===== src/rtl/mips_pkg.sv =====
// Shared pipeline encodings for the MIPS-R2000 datapath: control-bit indices and MEM-stage states.
// Includes a small alignment helper for word accesses.
package mips_pkg;

    localparam int M_BRANCH    = 2;
    localparam int M_READ      = 1;
    localparam int M_WRITE     = 0;

    localparam int WB_REGWRITE = 1;
    localparam int WB_MEMTOREG = 0;

    typedef enum logic {
        IDLE = 1'b0,
        BUSY = 1'b1
    } mem_state_t;

    function automatic logic word_aligned(input logic [31:0] addr);
        return addr[1:0] == 2'b00;
    endfunction

endpackage


===== src/rtl/mem_wb_reg.sv =====
// MEM/WB pipeline register; loads every cycle, bubble clears only the RegWrite bit.
// Latency: 1 cycle. No backpressure: writeback never stalls.
module mem_wb_reg (
    input  logic        clk,
    input  logic        rst_n,
    input  logic        bubble,
    input  logic [4:0]  rd_in,
    input  logic        regwrite_in,
    input  logic        memtoreg_in,
    input  logic [31:0] alu_in,
    input  logic [31:0] mem_in,
    output logic [4:0]  rd_q,
    output logic        regwrite_q,
    output logic        memtoreg_q,
    output logic [31:0] alu_q,
    output logic [31:0] mem_q
);

    always_ff @(posedge clk or negedge rst_n) begin
        if (!rst_n) begin
            rd_q       <= '0;
            regwrite_q <= 1'b0;
            memtoreg_q <= 1'b0;
            alu_q      <= '0;
            mem_q      <= '0;
        end else begin
            rd_q       <= rd_in;
            regwrite_q <= regwrite_in & ~bubble;
            memtoreg_q <= memtoreg_in;
            alu_q      <= alu_in;
            mem_q      <= mem_in;
        end
    end

endmodule


===== src/rtl/memory_access.sv =====
// MEM stage: data-memory access over req/ready, MEM/WB register, writeback/forwarding outputs.
// Latency: 1 cycle to MEM/WB on zero-wait; stall held while dmem_ready is low, abort after TIMEOUT cycles.
module memory_access
    import mips_pkg::*;
#(
    parameter int TIMEOUT = 16
) (
    input  logic        clk,
    input  logic        rst_n,
    input  logic [31:0] res,
    input  logic [31:0] write_data_ex,
    input  logic [4:0]  write_register_ex,
    input  logic [2:0]  m_MEM,
    input  logic [1:0]  wb_MEM,
    input  logic        zero,
    output logic        dmem_req,
    output logic        dmem_we,
    output logic [31:0] dmem_addr,
    output logic [31:0] dmem_wdata,
    input  logic        dmem_ready,
    input  logic [31:0] dmem_rdata,
    output logic        stall,
    output logic        branch_taken,
    output logic [4:0]  rd_WB,
    output logic        wb_WB,
    output logic [31:0] write_data_reg,
    output logic        align_err,
    output logic        bus_err
);

    localparam logic [7:0] TIMEOUT_C = 8'(TIMEOUT);

    mem_state_t  state;
    logic [7:0]  cnt;
    logic [31:0] hold_addr;
    logic [31:0] hold_wdata;
    logic        hold_we;
    logic [4:0]  hold_rd;
    logic        hold_regwrite;
    logic        hold_memtoreg;

    logic        access;
    logic        aligned;
    logic        busy;
    logic        timed_out;
    logic        wb_bubble;
    logic [4:0]  wb_rd;
    logic        wb_regwrite;
    logic        wb_memtoreg;
    logic [31:0] wb_alu;
    logic        memtoreg_q;
    logic [31:0] alu_q;
    logic [31:0] mem_q;

    assign branch_taken = m_MEM[M_BRANCH] & zero;

    always_comb begin
        access    = m_MEM[M_READ] | m_MEM[M_WRITE];
        aligned   = word_aligned(res);
        busy      = (state == BUSY);
        timed_out = busy && (cnt == TIMEOUT_C);

        dmem_req    = 1'b0;
        dmem_we     = 1'b0;
        dmem_addr   = '0;
        dmem_wdata  = '0;
        wb_bubble   = 1'b0;
        wb_rd       = write_register_ex;
        wb_regwrite = 1'b0;
        wb_memtoreg = 1'b0;
        wb_alu      = res;

        if (busy) begin
            // The timeout cycle drops req, so a late ready is simply not seen.
            dmem_req    = ~timed_out;
            dmem_we     = hold_we;
            dmem_addr   = hold_addr;
            dmem_wdata  = hold_wdata;
            wb_bubble   = ~(dmem_ready & ~timed_out);
            wb_rd       = hold_rd;
            wb_regwrite = hold_regwrite;
            wb_memtoreg = hold_memtoreg;
            wb_alu      = hold_addr;
        end else begin
            dmem_req    = access & aligned;
            dmem_we     = m_MEM[M_WRITE];
            dmem_addr   = {res[31:2], 2'b00};
            dmem_wdata  = write_data_ex;
            wb_bubble   = access & (~aligned | ~dmem_ready);
            wb_regwrite = wb_MEM[WB_REGWRITE] & ~m_MEM[M_WRITE];
            wb_memtoreg = wb_MEM[WB_MEMTOREG];
        end

        stall = dmem_req & ~dmem_ready;
    end

    always_ff @(posedge clk or negedge rst_n) begin
        if (!rst_n) begin
            state         <= IDLE;
            cnt           <= '0;
            hold_addr     <= '0;
            hold_wdata    <= '0;
            hold_we       <= 1'b0;
            hold_rd       <= '0;
            hold_regwrite <= 1'b0;
            hold_memtoreg <= 1'b0;
            align_err     <= 1'b0;
            bus_err       <= 1'b0;
        end else begin
            align_err <= 1'b0;
            bus_err   <= 1'b0;
            case (state)
                IDLE: begin
                    if (access && !aligned) begin
                        align_err <= 1'b1;
                    end else if (access && !dmem_ready) begin
                        state         <= BUSY;
                        cnt           <= 8'd1;
                        hold_addr     <= {res[31:2], 2'b00};
                        hold_wdata    <= write_data_ex;
                        hold_we       <= m_MEM[M_WRITE];
                        hold_rd       <= write_register_ex;
                        hold_regwrite <= wb_MEM[WB_REGWRITE] & ~m_MEM[M_WRITE];
                        hold_memtoreg <= wb_MEM[WB_MEMTOREG];
                    end
                end
                BUSY: begin
                    if (timed_out) begin
                        bus_err <= 1'b1;
                        state   <= IDLE;
                        cnt     <= '0;
                    end else if (dmem_ready) begin
                        state <= IDLE;
                        cnt   <= '0;
                    end else begin
                        cnt <= cnt + 8'd1;
                    end
                end
                default: state <= IDLE;
            endcase
        end
    end

    mem_wb_reg u_mem_wb_reg (
        .clk         (clk),
        .rst_n       (rst_n),
        .bubble      (wb_bubble),
        .rd_in       (wb_rd),
        .regwrite_in (wb_regwrite),
        .memtoreg_in (wb_memtoreg),
        .alu_in      (wb_alu),
        .mem_in      (dmem_rdata),
        .rd_q        (rd_WB),
        .regwrite_q  (wb_WB),
        .memtoreg_q  (memtoreg_q),
        .alu_q       (alu_q),
        .mem_q       (mem_q)
    );

    assign write_data_reg = memtoreg_q ? mem_q : alu_q;

endmodule


===== config.mk =====
export PLATFORM = sky130hd
export DESIGN_NAME = memory_access
export DESIGN_NICKNAME = d
export VERILOG_FILES = /design/src/rtl/mips_pkg.sv /design/src/rtl/mem_wb_reg.sv /design/src/rtl/memory_access.sv
export SDC_FILE = /design/constraint.sdc
export NUM_CORES = 1
export LEC_CHECK = 0
export CAP_MARGIN = 40
export CORE_ASPECT_RATIO = 0.6
export CORE_MARGIN = 3
export CORE_UTILIZATION = 46
export CTS_BUF_LIST = sky130_fd_sc_hd__clkbuf_4 sky130_fd_sc_hd__clkbuf_8 sky130_fd_sc_hd__clkbuf_16
export DETAILED_ROUTE_END_ITERATION = 16
export GPL_TIMING_DRIVEN = 0
export PLACE_DENSITY = 0.86
export SLEW_MARGIN = 15
export SYNTH_ARGS = -nofsm -noshare
export SYNTH_HDL_FRONTEND = slang
export SYNTH_SLANG_ARGS = --single-unit

===== constraint.sdc =====
create_clock -name clk -period 2.15 [get_ports clk]
set_input_delay 0.215 -clock clk [delete_from_list [all_inputs] [get_ports clk]]
set_output_delay 0.215 -clock clk [all_outputs]
set_load 0.1 [all_outputs]

# After elaboration in Yosys (flattened, before gate mapping)
# Cells that the tools add are included.
# Widths: inputs -> output; s select.
dict set report word_totals {
  latchBits 0
  memories 0
  reg_bits 152
  wordCells 68
  rom_bits 0
  ram_bits 0
  output_inout_bits 108
}
dict set report classes {
  shifts 0
  reduce_logical 8
  multipliers 0
  div 0
  bitwise 17
  eq_ne 3
  muxes 24
  n_addsub 1
  magnitude_cmp 0
}
# cell count
set op_table {}
lappend op_table {{$mux 32} 4}
lappend op_table {{$mux 8} 4}
lappend op_table {{$pmux 8 s2} 1}
lappend op_table {{$mux 1} 13}
lappend op_table {{$add 8x1->8 const B} 1}
lappend op_table {{$eq 8x5->1 const B} 1}
lappend op_table {{$not 1->1} 8}
lappend op_table {{$and 1x1->1} 7}
lappend op_table {{$mux 5} 1}
lappend op_table {{$ne 2x2->1 const B} 2}
lappend op_table {{$logic_and 1x1->1} 3}
lappend op_table {{$reduce_and 3->1} 1}
lappend op_table {{$logic_not 1->1} 2}
lappend op_table {{$logic_not 2->1} 1}
lappend op_table {{$or 1x1->1} 2}
lappend op_table {{$pmux 1 s2} 1}
lappend op_table {{$reduce_and 2->1} 1}

# Depth between registers and ports, before layout
# Gate-level depths: netlist (run 1).
dict set report depth {
  word_depth 8
  mapped_depth 7
  mapped_depth_nobuf 6
}

# Hierarchy
# A second synthesis (run 1) with hierarchy kept.
dict set report unflattened {
  cells_unflattened 435
  hier_area_um2 6849.1
}
# module cells_per_inst seq_area_each_um2 instances area_per_inst_um2
set by_module_without_submodules {}
lappend by_module_without_submodules {memory_access 363 2026.9 1 5058.6}
lappend by_module_without_submodules {mem_wb_reg 72 1776.7 1 1790.5}

# Worst setup path after synthesis (run 1)
# OpenSTA, ideal clock, no wires.
dict set report synth_path {
  kind {register to output}
  startpoint {register cnt[0]}
  endpoint {output port stall}
  t_arrival_ps 3024
  n_path_buf 0
  path_stages_with_launch 7
  slack_ps -1089
  path_cell_list {dfrtp_1 > inv_1 > ha_1 > nor4b_1 > a21oi_1 > a21o_1 > nor2b_1}
}
dict set report synth_via {
  elab_chain_len 5
}
# item line_no
set synth_rtl {}
lappend synth_rtl {{start, declared} memory_access.sv:34} ;# logic [7:0] cnt;
lappend synth_rtl {{start signal, assigned} memory_access.sv:136} ;# cnt <= cnt + 8'd1;
lappend synth_rtl {{$eq 8x5->1} memory_access.sv:61} ;# timed_out = busy && (cnt == TIMEOUT_C);
lappend synth_rtl {{$logic_and 1x1->1} memory_access.sv:61}
lappend synth_rtl {{$not 1->1} memory_access.sv:75} ;# dmem_req = ~timed_out;
lappend synth_rtl {{$mux 1} memory_access.sv:73} ;# if (busy) begin
lappend synth_rtl {{net dmem_req} memory_access.sv:16} ;# output logic dmem_req,
lappend synth_rtl {{$and 1x1->1} memory_access.sv:94} ;# stall = dmem_req & ~dmem_ready;
lappend synth_rtl {{end, declared} memory_access.sv:22} ;# output logic stall,
# The timed path passes the listed nets, and every way through them passes these cells.

# Worst setup path after layout (run 1)
dict set report layout_path {
  startpoint {register state (netlist: busy)}
  endpoint {output port dmem_addr[25]}
}
dict set report layout_via {
  elab_chain_len 1
}
# item line_no
set layout_rtl {}
lappend layout_rtl {{start, declared} memory_access.sv:33} ;# mem_state_t state;
lappend layout_rtl {{start signal, assigned} memory_access.sv:99} ;# state <= IDLE;
lappend layout_rtl {{start signal, assigned} memory_access.sv:117} ;# state <= BUSY;
lappend layout_rtl {{start signal, assigned} memory_access.sv:130} ;# state <= IDLE;
lappend layout_rtl {{$mux 32} memory_access.sv:73}
lappend layout_rtl {{end, declared} memory_access.sv:18} ;# output logic [31:0] dmem_addr,
# Every way passes these cells.

==> tab_implementation.tex, run 1 <==
\begin{tabular}{lr}
\hline
Metric & Value \\
\hline
\multicolumn{2}{l}{\textbf{Outcome}} \\
Result of the run & finished, violations left \\
Failing checks & negative setup slack \\
\multicolumn{2}{l}{\textbf{Synthesis}} \\
Sequential-to-total area share from yosys stat & approximately three fifths \\
Share of the synthesized area in the top cell type & about three fifths \\
Number of synthesized flops with an enable pin & 0 \\
Number of distinct library cells after synthesis & 34 \\
Post-synthesis simple-gate area fraction & around 3.1\% \\
Post-synth design cell area & 6486 µm² \\
Synth Area in Compound Gates & approximately 1.7\% \\
Syn Area/Cell & between 10 and 15 µm² \\
Count of state elements after synthesis & $\sim$150 \\
Cell with the most instances after synthesis & sky130\_fd\_sc\_hd\_\_mux2\_2 \\
Multiplexer fraction of the synthesized cell area & about 30\% \\
Post-synth top flop & sky130\_fd\_sc\_hd\_\_dfrtp\_1 \\
Synth Area in Adders & less than 1\% \\
Number of warnings reported in the yosys synthesis log & 0 \\
Xor/xnor share of the synthesized area & 0.2701\% \\
Gate Count Post-Synth & roughly 440 \\
Largest family of logic cells by synthesized area & multiplexers \\
Cell types occupying the most area after synthesis & sky130\_fd\_sc\_hd\_\_dfrtp\_1 59\%, sky130\_fd\_sc\_hd\_\_mux2\_2 30\%, sky130\_fd\_sc\_hd\_\_buf\_4 3.7\% \\
Cell taking the most area after synthesis & sky130\_fd\_sc\_hd\_\_dfrtp\_1 \\
FFs w/ async S/R, synth & 100.0\% \\
Commonest cells in the synthesized netlist & 171 x sky130\_fd\_sc\_hd\_\_mux2\_2, 152 x sky130\_fd\_sc\_hd\_\_dfrtp\_1, 32 x sky130\_fd\_sc\_hd\_\_buf\_4 \\
\multicolumn{2}{l}{\textbf{Die}} \\
Die width & 159.3 µm \\
Vertical die dimension & about 100 µm \\
FP Rows & 32 \\
Die Outline Area & 15610 µm² \\
Top-Level Pins & around 220 \\
Floorplan Core Area & 13290 µm² \\
Effective utilization at floorplan & 48.80\% \\
\multicolumn{2}{l}{\textbf{Critical path}} \\
Most frequent cell on the critical path & sky130\_fd\_sc\_hd\_\_buf\_12 \\
Critical R2R Capture & cnt[2] \\
Chain of cells forming the critical path & buf\_6, buf\_12, buf\_4, buf\_12, mux2\_2, buf\_4, buf\_12 \\
Category of the worst setup path launch point & flip-flop \\
Family with the most delay on the worst path & buffers and inverters \\
Bufs and invs on worst path & 6 \\
CP max stage delay & about 0.37 ns \\
Worst setup path category & reg -> out \\
Data arrival time of the critical path & roughly 1.9 ns \\
Depth of the most critical reg-to-reg path & 7 \\
Reg2reg start & busy \\
Data required time of the worst path & 1.93 ns \\
Slowest stage cell on the critical path & sky130\_fd\_sc\_hd\_\_dfrtp\_1 \\
Worst reg-to-reg setup slack & about 0.4 ns \\
Critical path peak fanout & 10 \\
Capturing element type of the critical path & output port \\
Beginning of the critical path & busy \\
\multicolumn{2}{l}{\textbf{Timing}} \\
Setup repair after global routing missed its margin & yes \\
Final hold slack & roughly 0.25 ns \\
Max Clock Skew & 0.007808 ns \\
Max\_slew headroom & between 60\% and 70\% \\
Final Hold Fails & 0 \\
Setup slack of the critical path after layout & -0.006499 ns \\
Max Slew Vio Count & 0 \\
Final critical delay including setup and external delays & 2.156 ns \\
Endpoints failing setup & 1 \\
Worst-margin pin slew & around 0.56 ns \\
Timing-limited maximum frequency & 463.7 MHz \\
Tcrit/Tclk final & 100.3\% \\
\multicolumn{2}{l}{\textbf{Clocking}} \\
Buffer levels on the longest clock path & 2 \\
Clock root cell & sky130\_fd\_sc\_hd\_\_clkbuf\_16 \\
Skew-Pair Late Insertion Delay & 0.40 ns \\
H-tree depth & 4 \\
Number of clock sinks seen by CTS & $\sim$150 \\
TritonCTS clock tree & built \\
Clk slew on worst S/H paths & 0.07 ns \\
Clock buffers created by TritonCTS & 17 \\
\multicolumn{2}{l}{\textbf{Detailed routing}} \\
Routed wirelength normalized by instance count & 21.67 µm \\
First DRT Iteration DRCs & $\sim$230 \\
Detailed-route wire length & 19420 µm \\
Number of remaining DRC errors & 0 \\
Number of nets still failing antenna checks after routing & 0 \\
Via density per instance & about 5 \\
Detailed-routing iteration count for the pre-antenna-repair pass & 4 \\
Vias & roughly 4600 \\
\multicolumn{2}{l}{\textbf{Global route}} \\
Grt peak-use layer & met2 \\
First-pass GRT wire length & 30570 µm \\
Global Route Usage Sum & 25.47\% \\
Vias in the first global route & around 5300 \\
Remaining Overflow, GRT & 0 \\
Met3 Usage GRT & slightly below 9\% \\
Met1 global-route usage & between 30\% and 40\% \\
Met2 usage in global routing & 43.25\% \\
Number of antenna violations at the first check in global routing & 2 \\
Pin count of the biggest net entering global routing & approximately 80 \\
\multicolumn{2}{l}{\textbf{Final layout}} \\
Fraction of final layout cells with drive strength greater than 1 & between 50 and 60\% \\
Sequential cell area & around 3800 µm² \\
Antenna diode count & 0 \\
Final standard cell area without fillers & $\sim$11000 µm² \\
Area taken by multi-input logic gates & about 2400 µm² \\
Number of filler instances in the final layout & between 600 and 700 \\
Post-synthesis to final-layout area growth & 71.68\% \\
Number of standard cells in the final layout excluding fillers & 896 \\
Final nets & approximately 800 \\
\multicolumn{2}{l}{\textbf{Run}} \\
Total of max-cap violations & 0 \\
\multicolumn{2}{l}{\textbf{Power and ir drop}} \\
Power density relative to cell area & slightly below 1000 nW/µm² \\
IR drop worst, VDD & $\sim$0.51 mV \\
Leakage power summed over all cells & between 4 and 5 nW \\
\multicolumn{2}{l}{\textbf{Worst hold path}} \\
Hold worst-path end & u\_mem\_wb\_reg.mem\_q[23] \\
Worst hold path startpoint & dmem\_rdata[23] \\
Hold WC Path Type & in -> reg \\
Number of cells on the worst hold path & 1 \\
\multicolumn{2}{l}{\textbf{Placement}} \\
Final Wtd Congestion & 0.8151 \\
DP Area & roughly 11000 µm² \\
Number of placed instances with taps included & about 950 \\
Hpwl dp & around 14000 µm \\
Number of buffers inserted by port buffering & 215 \\
\hline
\end{tabular}
## flip-flops by register name, summed over array words and instances (netlist names)
register,flops
align_err,1
bus_err,1
busy,1
cnt,8
hold_addr,30
hold_memtoreg,1
hold_rd,5
hold_regwrite,1
hold_wdata,32
hold_we,1
u_mem_wb_reg.alu_q,32
u_mem_wb_reg.mem_q,32
u_mem_wb_reg.memtoreg_q,1
u_mem_wb_reg.rd_q,5
u_mem_wb_reg.regwrite_q,1
## worst max path at each step
stage	to	slack [ns]	cells past startpoint
2_1_floorplan	stall	0.12	6
3_3_place_gp	hold_wdata[3]	-4.99	1
3_5_place_dp	dmem_addr[15]	-0.68	7
4_1_cts	dmem_addr[14]	-0.41	7
5_1_grt	dmem_addr[25]	-0.06	7
6_report	dmem_addr[25]	-0.006	7
## placed cells by master, fill, tap and decap left out, drive strengths merged
master         synthesis  routed
a22o                   2       2
xor2                   1       1
buf                   51     173
clkinvlp               0       6
mux2                 171     171
a21o                   2       2
a31oi                  3       3
a31o                   1       1
xnor2                  1       1
nor2b                  5       5
and3                   3       3
conb                   1       2
nor3b                  1       1
ha                     2       2
clkbuf                 2      21
bufbuf                 0       1
nor2                   5       5
a21oi                  5       5
o21ai                  1       1
bufinv                 0       2
dlygate4sd3            0       1
nand3                  3       3
and2                   1       1
nor4b                  1       1
or4                    1       1
nor3                   2       2
inv                    3       7
a41oi                  1       1
dfrtp                152     152
mux2i                  1       1
nand2b                 2       2
clkdlybuf4s50          0     117
o41a                   1       1
or3                    1       1
nand2                 10      10
## power by group
part	switching (mW)	internal, mW	total (mW)
Combinational	2.40	1.79	4.19
Clock	1.23	1.80	3.03
Sequential	0.251	3.31	3.56
## metrics by stage
| step | total power, mW | TNS [ns] | setup slack [ns] | utilization [%] |
|---|---|---|---|---|
| 6_report | 10.78 | -0.006499 | -0.006499 | 83.77 |
| 5_1_grt | 11.13 | -0.2588 | -0.05742 | 83.77 |
| 2_1_floorplan | 5.991 | 0 | 0.1204 | - |
| 3_3_place_gp | 6.738 | -833.22 | -4.990 | 66.89 |
| 4_1_cts | 10.77 | -3.297 | -0.4074 | 83.48 |
| 3_5_place_dp | 7.714 | -49.36 | -0.6850 | 80.89 |
## cell families after synthesis
group / Yosys count
flops: 152
fa+ha+maj: 2
other cells: 1
buf+inv: 56
compound gates: 16
mux: 172
simple gates: 35
xor+xnor: 2
## final cells by class
| class | count | share of cell area (%) |
|---|---|---|
| Sequential cell | 152 | 34.17 |
| Clock buffer | 20 | 4.135 |
| Clock inverter | 12 | 1.258 |
| Multi-Input combinational cell | 229 | 21.18 |
| Timing Repair Buffer | 241 | 32.35 |
| Tap cell | 187 | 2.101 |
| Buffer | 52 | 4.708 |
| Inverter | 3 | 0.1011 |
## routing by layer
| layer | vias to the layer above | wire length [µm] |
|---|---|---|
| met4 | 4 | 281 |
| met3 | 25 | 1409 |
| li1 | 2017 | - |
| met2 | 197 | 9599 |
| met1 | 2309 | 8096 |
| met5 | - | 29 |
## repair_timing
item / in CTS / in global routing
pin swaps: 1 / 1
cloned: 1 / 0
setup buffers: 7 / 6
hold endpoints to repair: 74 / 0
resized for setup: 122 / 21
hold buffers: 1 / 0
endpoints found under the setup margin: 97 / 13
No activity file was read; power rests on OpenSTA's default activity.
==> run 2: changes to the inputs <==
--- a/config.mk
+++ b/config.mk
@@ -13,6 +13,7 @@
 export DETAILED_ROUTE_END_ITERATION = 16
 export GPL_TIMING_DRIVEN = 0
 export PLACE_DENSITY = 0.86
+export SETUP_SLACK_MARGIN = 0.05
 export SLEW_MARGIN = 15
 export SYNTH_ARGS = -nofsm -noshare
 export SYNTH_HDL_FRONTEND = slang
==> run 2 against run 1 <==
The run now ends clean. Non-clock buffer count up 7. Critical path type unchanged. Via count rose by 1.9%. Wire length up 3.7%.
==> tab_implementation.tex, run 2 (same netlist as run 1, synthesis figures left out) <==
\begin{tabular}{lr}
\hline
Metric & Value \\
\hline
\multicolumn{2}{l}{\textbf{Die}} \\
FP Rows & 32 (unchanged) \\
Effective utilization at floorplan & 48.80\% (unchanged) \\
Vertical die dimension & 97.98 µm (unchanged) \\
Die width & 159.3 µm (unchanged) \\
Floorplan Core Area & 13290 µm² (unchanged) \\
Top-Level Pins & 218 (unchanged) \\
Die Outline Area & 15610 µm² (unchanged) \\
\multicolumn{2}{l}{\textbf{Worst hold path}} \\
Hold WC Path Type & in -> reg (unchanged) \\
Number of cells on the worst hold path & 1 (unchanged) \\
\multicolumn{2}{l}{\textbf{Global route}} \\
Number of antenna violations at the first check in global routing & 2 (unchanged) \\
Vias in the first global route & 5326 (was 5280) \\
Remaining Overflow, GRT & 0 (unchanged) \\
Pin count of the biggest net entering global routing & 79 (unchanged) \\
First-pass GRT wire length & 31120 µm (was 30570 µm) \\
Global Route Usage Sum & 25.92\% (was 25.47\%) \\
\multicolumn{2}{l}{\textbf{Detailed routing}} \\
Vias & 4638 (was 4552) \\
Via density per instance & 5.136 (was 5.080) \\
Routed wirelength normalized by instance count & 22.29 µm (was 21.67 µm) \\
Number of nets still failing antenna checks after routing & 0 (unchanged) \\
Number of remaining DRC errors & 0 (unchanged) \\
First DRT Iteration DRCs & 226 (unchanged) \\
Detailed-route wire length & 20120 µm (was 19420 µm) \\
Detailed-routing iteration count for the pre-antenna-repair pass & 4 (unchanged) \\
\multicolumn{2}{l}{\textbf{Critical path}} \\
Worst setup path category & reg -> out (unchanged) \\
Depth of the most critical reg-to-reg path & 7 (unchanged) \\
Critical path peak fanout & 3 (was 10) \\
Capturing element type of the critical path & output port (unchanged) \\
Worst reg-to-reg setup slack & 0.38 ns (was 0.40 ns) \\
Category of the worst setup path launch point & flip-flop (unchanged) \\
Data arrival time of the critical path & 1.91 ns (was 1.94 ns) \\
Data required time of the worst path & 1.93 ns (about the same) \\
\multicolumn{2}{l}{\textbf{Timing}} \\
Worst-margin pin slew & 0.5699 ns (was 0.5582 ns) \\
Tcrit/Tclk final & 98.74\% (was 100.3\%) \\
Final Hold Fails & 0 (unchanged) \\
Setup slack of the critical path after layout & 0.02708 ns (was -0.006499 ns) \\
Max Slew Vio Count & 0 (unchanged) \\
Final critical delay including setup and external delays & 2.123 ns (was 2.156 ns) \\
Endpoints failing setup & 0 (was 1) \\
Max\_slew headroom & 62.01\% (was 62.79\%) \\
Max Clock Skew & 0.007247 ns (was 0.007808 ns) \\
Timing-limited maximum frequency & 471.1 MHz (was 463.7 MHz) \\
Setup repair after global routing missed its margin & yes (unchanged) \\
\multicolumn{2}{l}{\textbf{Clocking}} \\
Clock buffers created by TritonCTS & 17 (unchanged) \\
Clk slew on worst S/H paths & 0.07 ns (about the same) \\
Clock root cell & sky130\_fd\_sc\_hd\_\_clkbuf\_16 (unchanged) \\
Number of clock sinks seen by CTS & 152 (unchanged) \\
Buffer levels on the longest clock path & 2 (unchanged) \\
H-tree depth & 4 (unchanged) \\
TritonCTS clock tree & built (unchanged) \\
Skew-Pair Late Insertion Delay & 0.41 ns (was 0.40 ns) \\
\multicolumn{2}{l}{\textbf{Power and ir drop}} \\
Pint & 6.934 mW (was 6.901 mW) \\
Clock network fraction of design power & 28.0\% (was 28.1\%) \\
Switching pwr & 3.917 mW (was 3.878 mW) \\
Leakage power summed over all cells & 4.908 nW (was 4.831 nW) \\
Combinational share of power & 39.1\% (was 38.8\%) \\
IR drop worst, VDD & 0.5321 mV (was 0.5081 mV) \\
Register share of total power & 32.9\% (was 33.0\%) \\
Switching part of the total power & 36.10\% (was 35.98\%) \\
Power density relative to cell area & 964.0 nW/µm² (was 968.0 nW/µm²) \\
\multicolumn{2}{l}{\textbf{Placement}} \\
Number of buffers inserted by port buffering & 215 (unchanged) \\
Hpwl dp & 14040 µm (unchanged) \\
DP Area & 10750 µm² (unchanged) \\
Worst slack after detailed placement & -0.6850 ns (unchanged) \\
Final Wtd Congestion & 0.8151 (unchanged) \\
\multicolumn{2}{l}{\textbf{Outcome}} \\
Result of the run & complete, no violations (was finished, violations left) \\
\multicolumn{2}{l}{\textbf{Final layout}} \\
Antenna diode count & 0 (unchanged) \\
Fraction of final layout cells with drive strength greater than 1 & 55.31\% (was 54.87\%) \\
Final nets & 815 (was 808) \\
Final standard cell area without fillers & 11260 µm² (was 11140 µm²) \\
Leading cell type in the layout, fill and taps excluded & sky130\_fd\_sc\_hd\_\_mux2\_2 (unchanged) \\
Post-synthesis to final-layout area growth & 73.53\% (was 71.68\%) \\
Largest registers & hold\_wdata: 32 flops, u\_mem\_wb\_reg.alu\_q: 32 flops, u\_mem\_wb\_reg.mem\_q: 32 flops (unchanged) \\
Most frequent cells in the layout & 160 x sky130\_fd\_sc\_hd\_\_mux2\_2, 151 x sky130\_fd\_sc\_hd\_\_dfrtp\_1, 117 x sky130\_fd\_sc\_hd\_\_clkdlybuf4s50\_1, 84 x sky130\_fd\_sc\_hd\_\_buf\_12, 47 x sky130\_fd\_sc\_hd\_\_buf\_4 (was 168 x sky130\_fd\_sc\_hd\_\_mux2\_2, 151 x sky130\_fd\_sc\_hd\_\_dfrtp\_1, 117 x sky130\_fd\_sc\_hd\_\_clkdlybuf4s50\_1, 85 x sky130\_fd\_sc\_hd\_\_buf\_12, 44 x sky130\_fd\_sc\_hd\_\_buf\_4) \\
\multicolumn{2}{l}{\textbf{Run}} \\
Total of max-cap violations & 0 (unchanged) \\
\hline
\end{tabular}
run 2: cell count changes in the layout (fill, tap and decap cells not counted), sizes merged:
| cell | delta |
|---|---|
| buf | +5 |
| clkbuf | +2 |
run 2: worst paths after layout:
kind                                 from                     end
setup / recovery                   cnt[0]                   stall
min in group asynchronous           rst_n   u_mem_wb_reg.mem_q[3]
max in group asynchronous           rst_n          hold_wdata[11]
hold reg to reg            hold_wdata[28]          hold_wdata[28]
hold / removal             dmem_rdata[23]  u_mem_wb_reg.mem_q[23]
setup reg to reg                     busy                  cnt[2]
run 2: worst max-delay path: stages (launching register included):
cell and delay, ns:
sky130_fd_sc_hd__dfrtp_1 0.40, sky130_fd_sc_hd__inv_2 0.09, sky130_fd_sc_hd__ha_4 0.13, sky130_fd_sc_hd__nor4b_4 0.25
sky130_fd_sc_hd__a21oi_2 0.12, sky130_fd_sc_hd__a21o_4 0.21, sky130_fd_sc_hd__nor2b_4 0.13, sky130_fd_sc_hd__buf_12 0.17
run 2: per-layer routing:
layer	GRT usage (%)	vias up	part of all wire, %
li1	-	2035	-
met1	31.82	2351	41
met2	44.50	216	50
met3	8.860	32	7.3
met4	6.456	4	1.9
met5	0	-	0.15
run 2: timing repair:
action                                  in CTS  in global routing
pin swaps                                    1                  1
cloned                                       1                  2
gates resized for setup                    138                 14
endpoints found under the setup margin      97                 32
hold endpoints to repair                    74                  0
hold buffers                                 1                  0
setup buffers                                9                 11
run 2: through the flow:
| stage | instances | total power, mW | hold slack (ns) | setup TNS (ns) | util [%] |
|---|---|---|---|---|---|
| final | 903 | 10.85 | 0.2415 | 0 | 84.68 |
| after global routing | 903 | 11.20 | 0.2293 | -0.05780 | 84.68 |
| after CTS | 892 | 10.78 | 0.2350 | 0 | 83.37 |
| after detailed placement | 946 | 7.714 | 0.2180 | -49.36 | 80.89 |
| after global placement | 839 | 6.738 | 0.4828 | -833.22 | 66.89 |
| after floorplan | 437 | 5.991 | -0.08059 | 0 | - |
run 2: cell type report:
class,instances,area [µm²]
Clock buffer,20,460.4
Inverter,3,11.26
Sequential cell,152,3805
Fill cell,591,2037
Tap cell,187,234.0
Multi-Input combinational cell,229,2389
Timing Repair Buffer,248,3690
Clock inverter,12,140.1
Buffer,52,526.8
run 2: power by group through the flow:
stage          Combinational (mW)  Clock, mW  Sequential (mW)
6_report                     4.24       3.04             3.57
5_1_grt                      4.38       3.20             3.61
4_1_cts                      4.17       3.06             3.55
3_5_place_dp                 4.14          0             3.57
3_3_place_gp                 3.21          0             3.53
2_1_floorplan                2.41          0             3.58
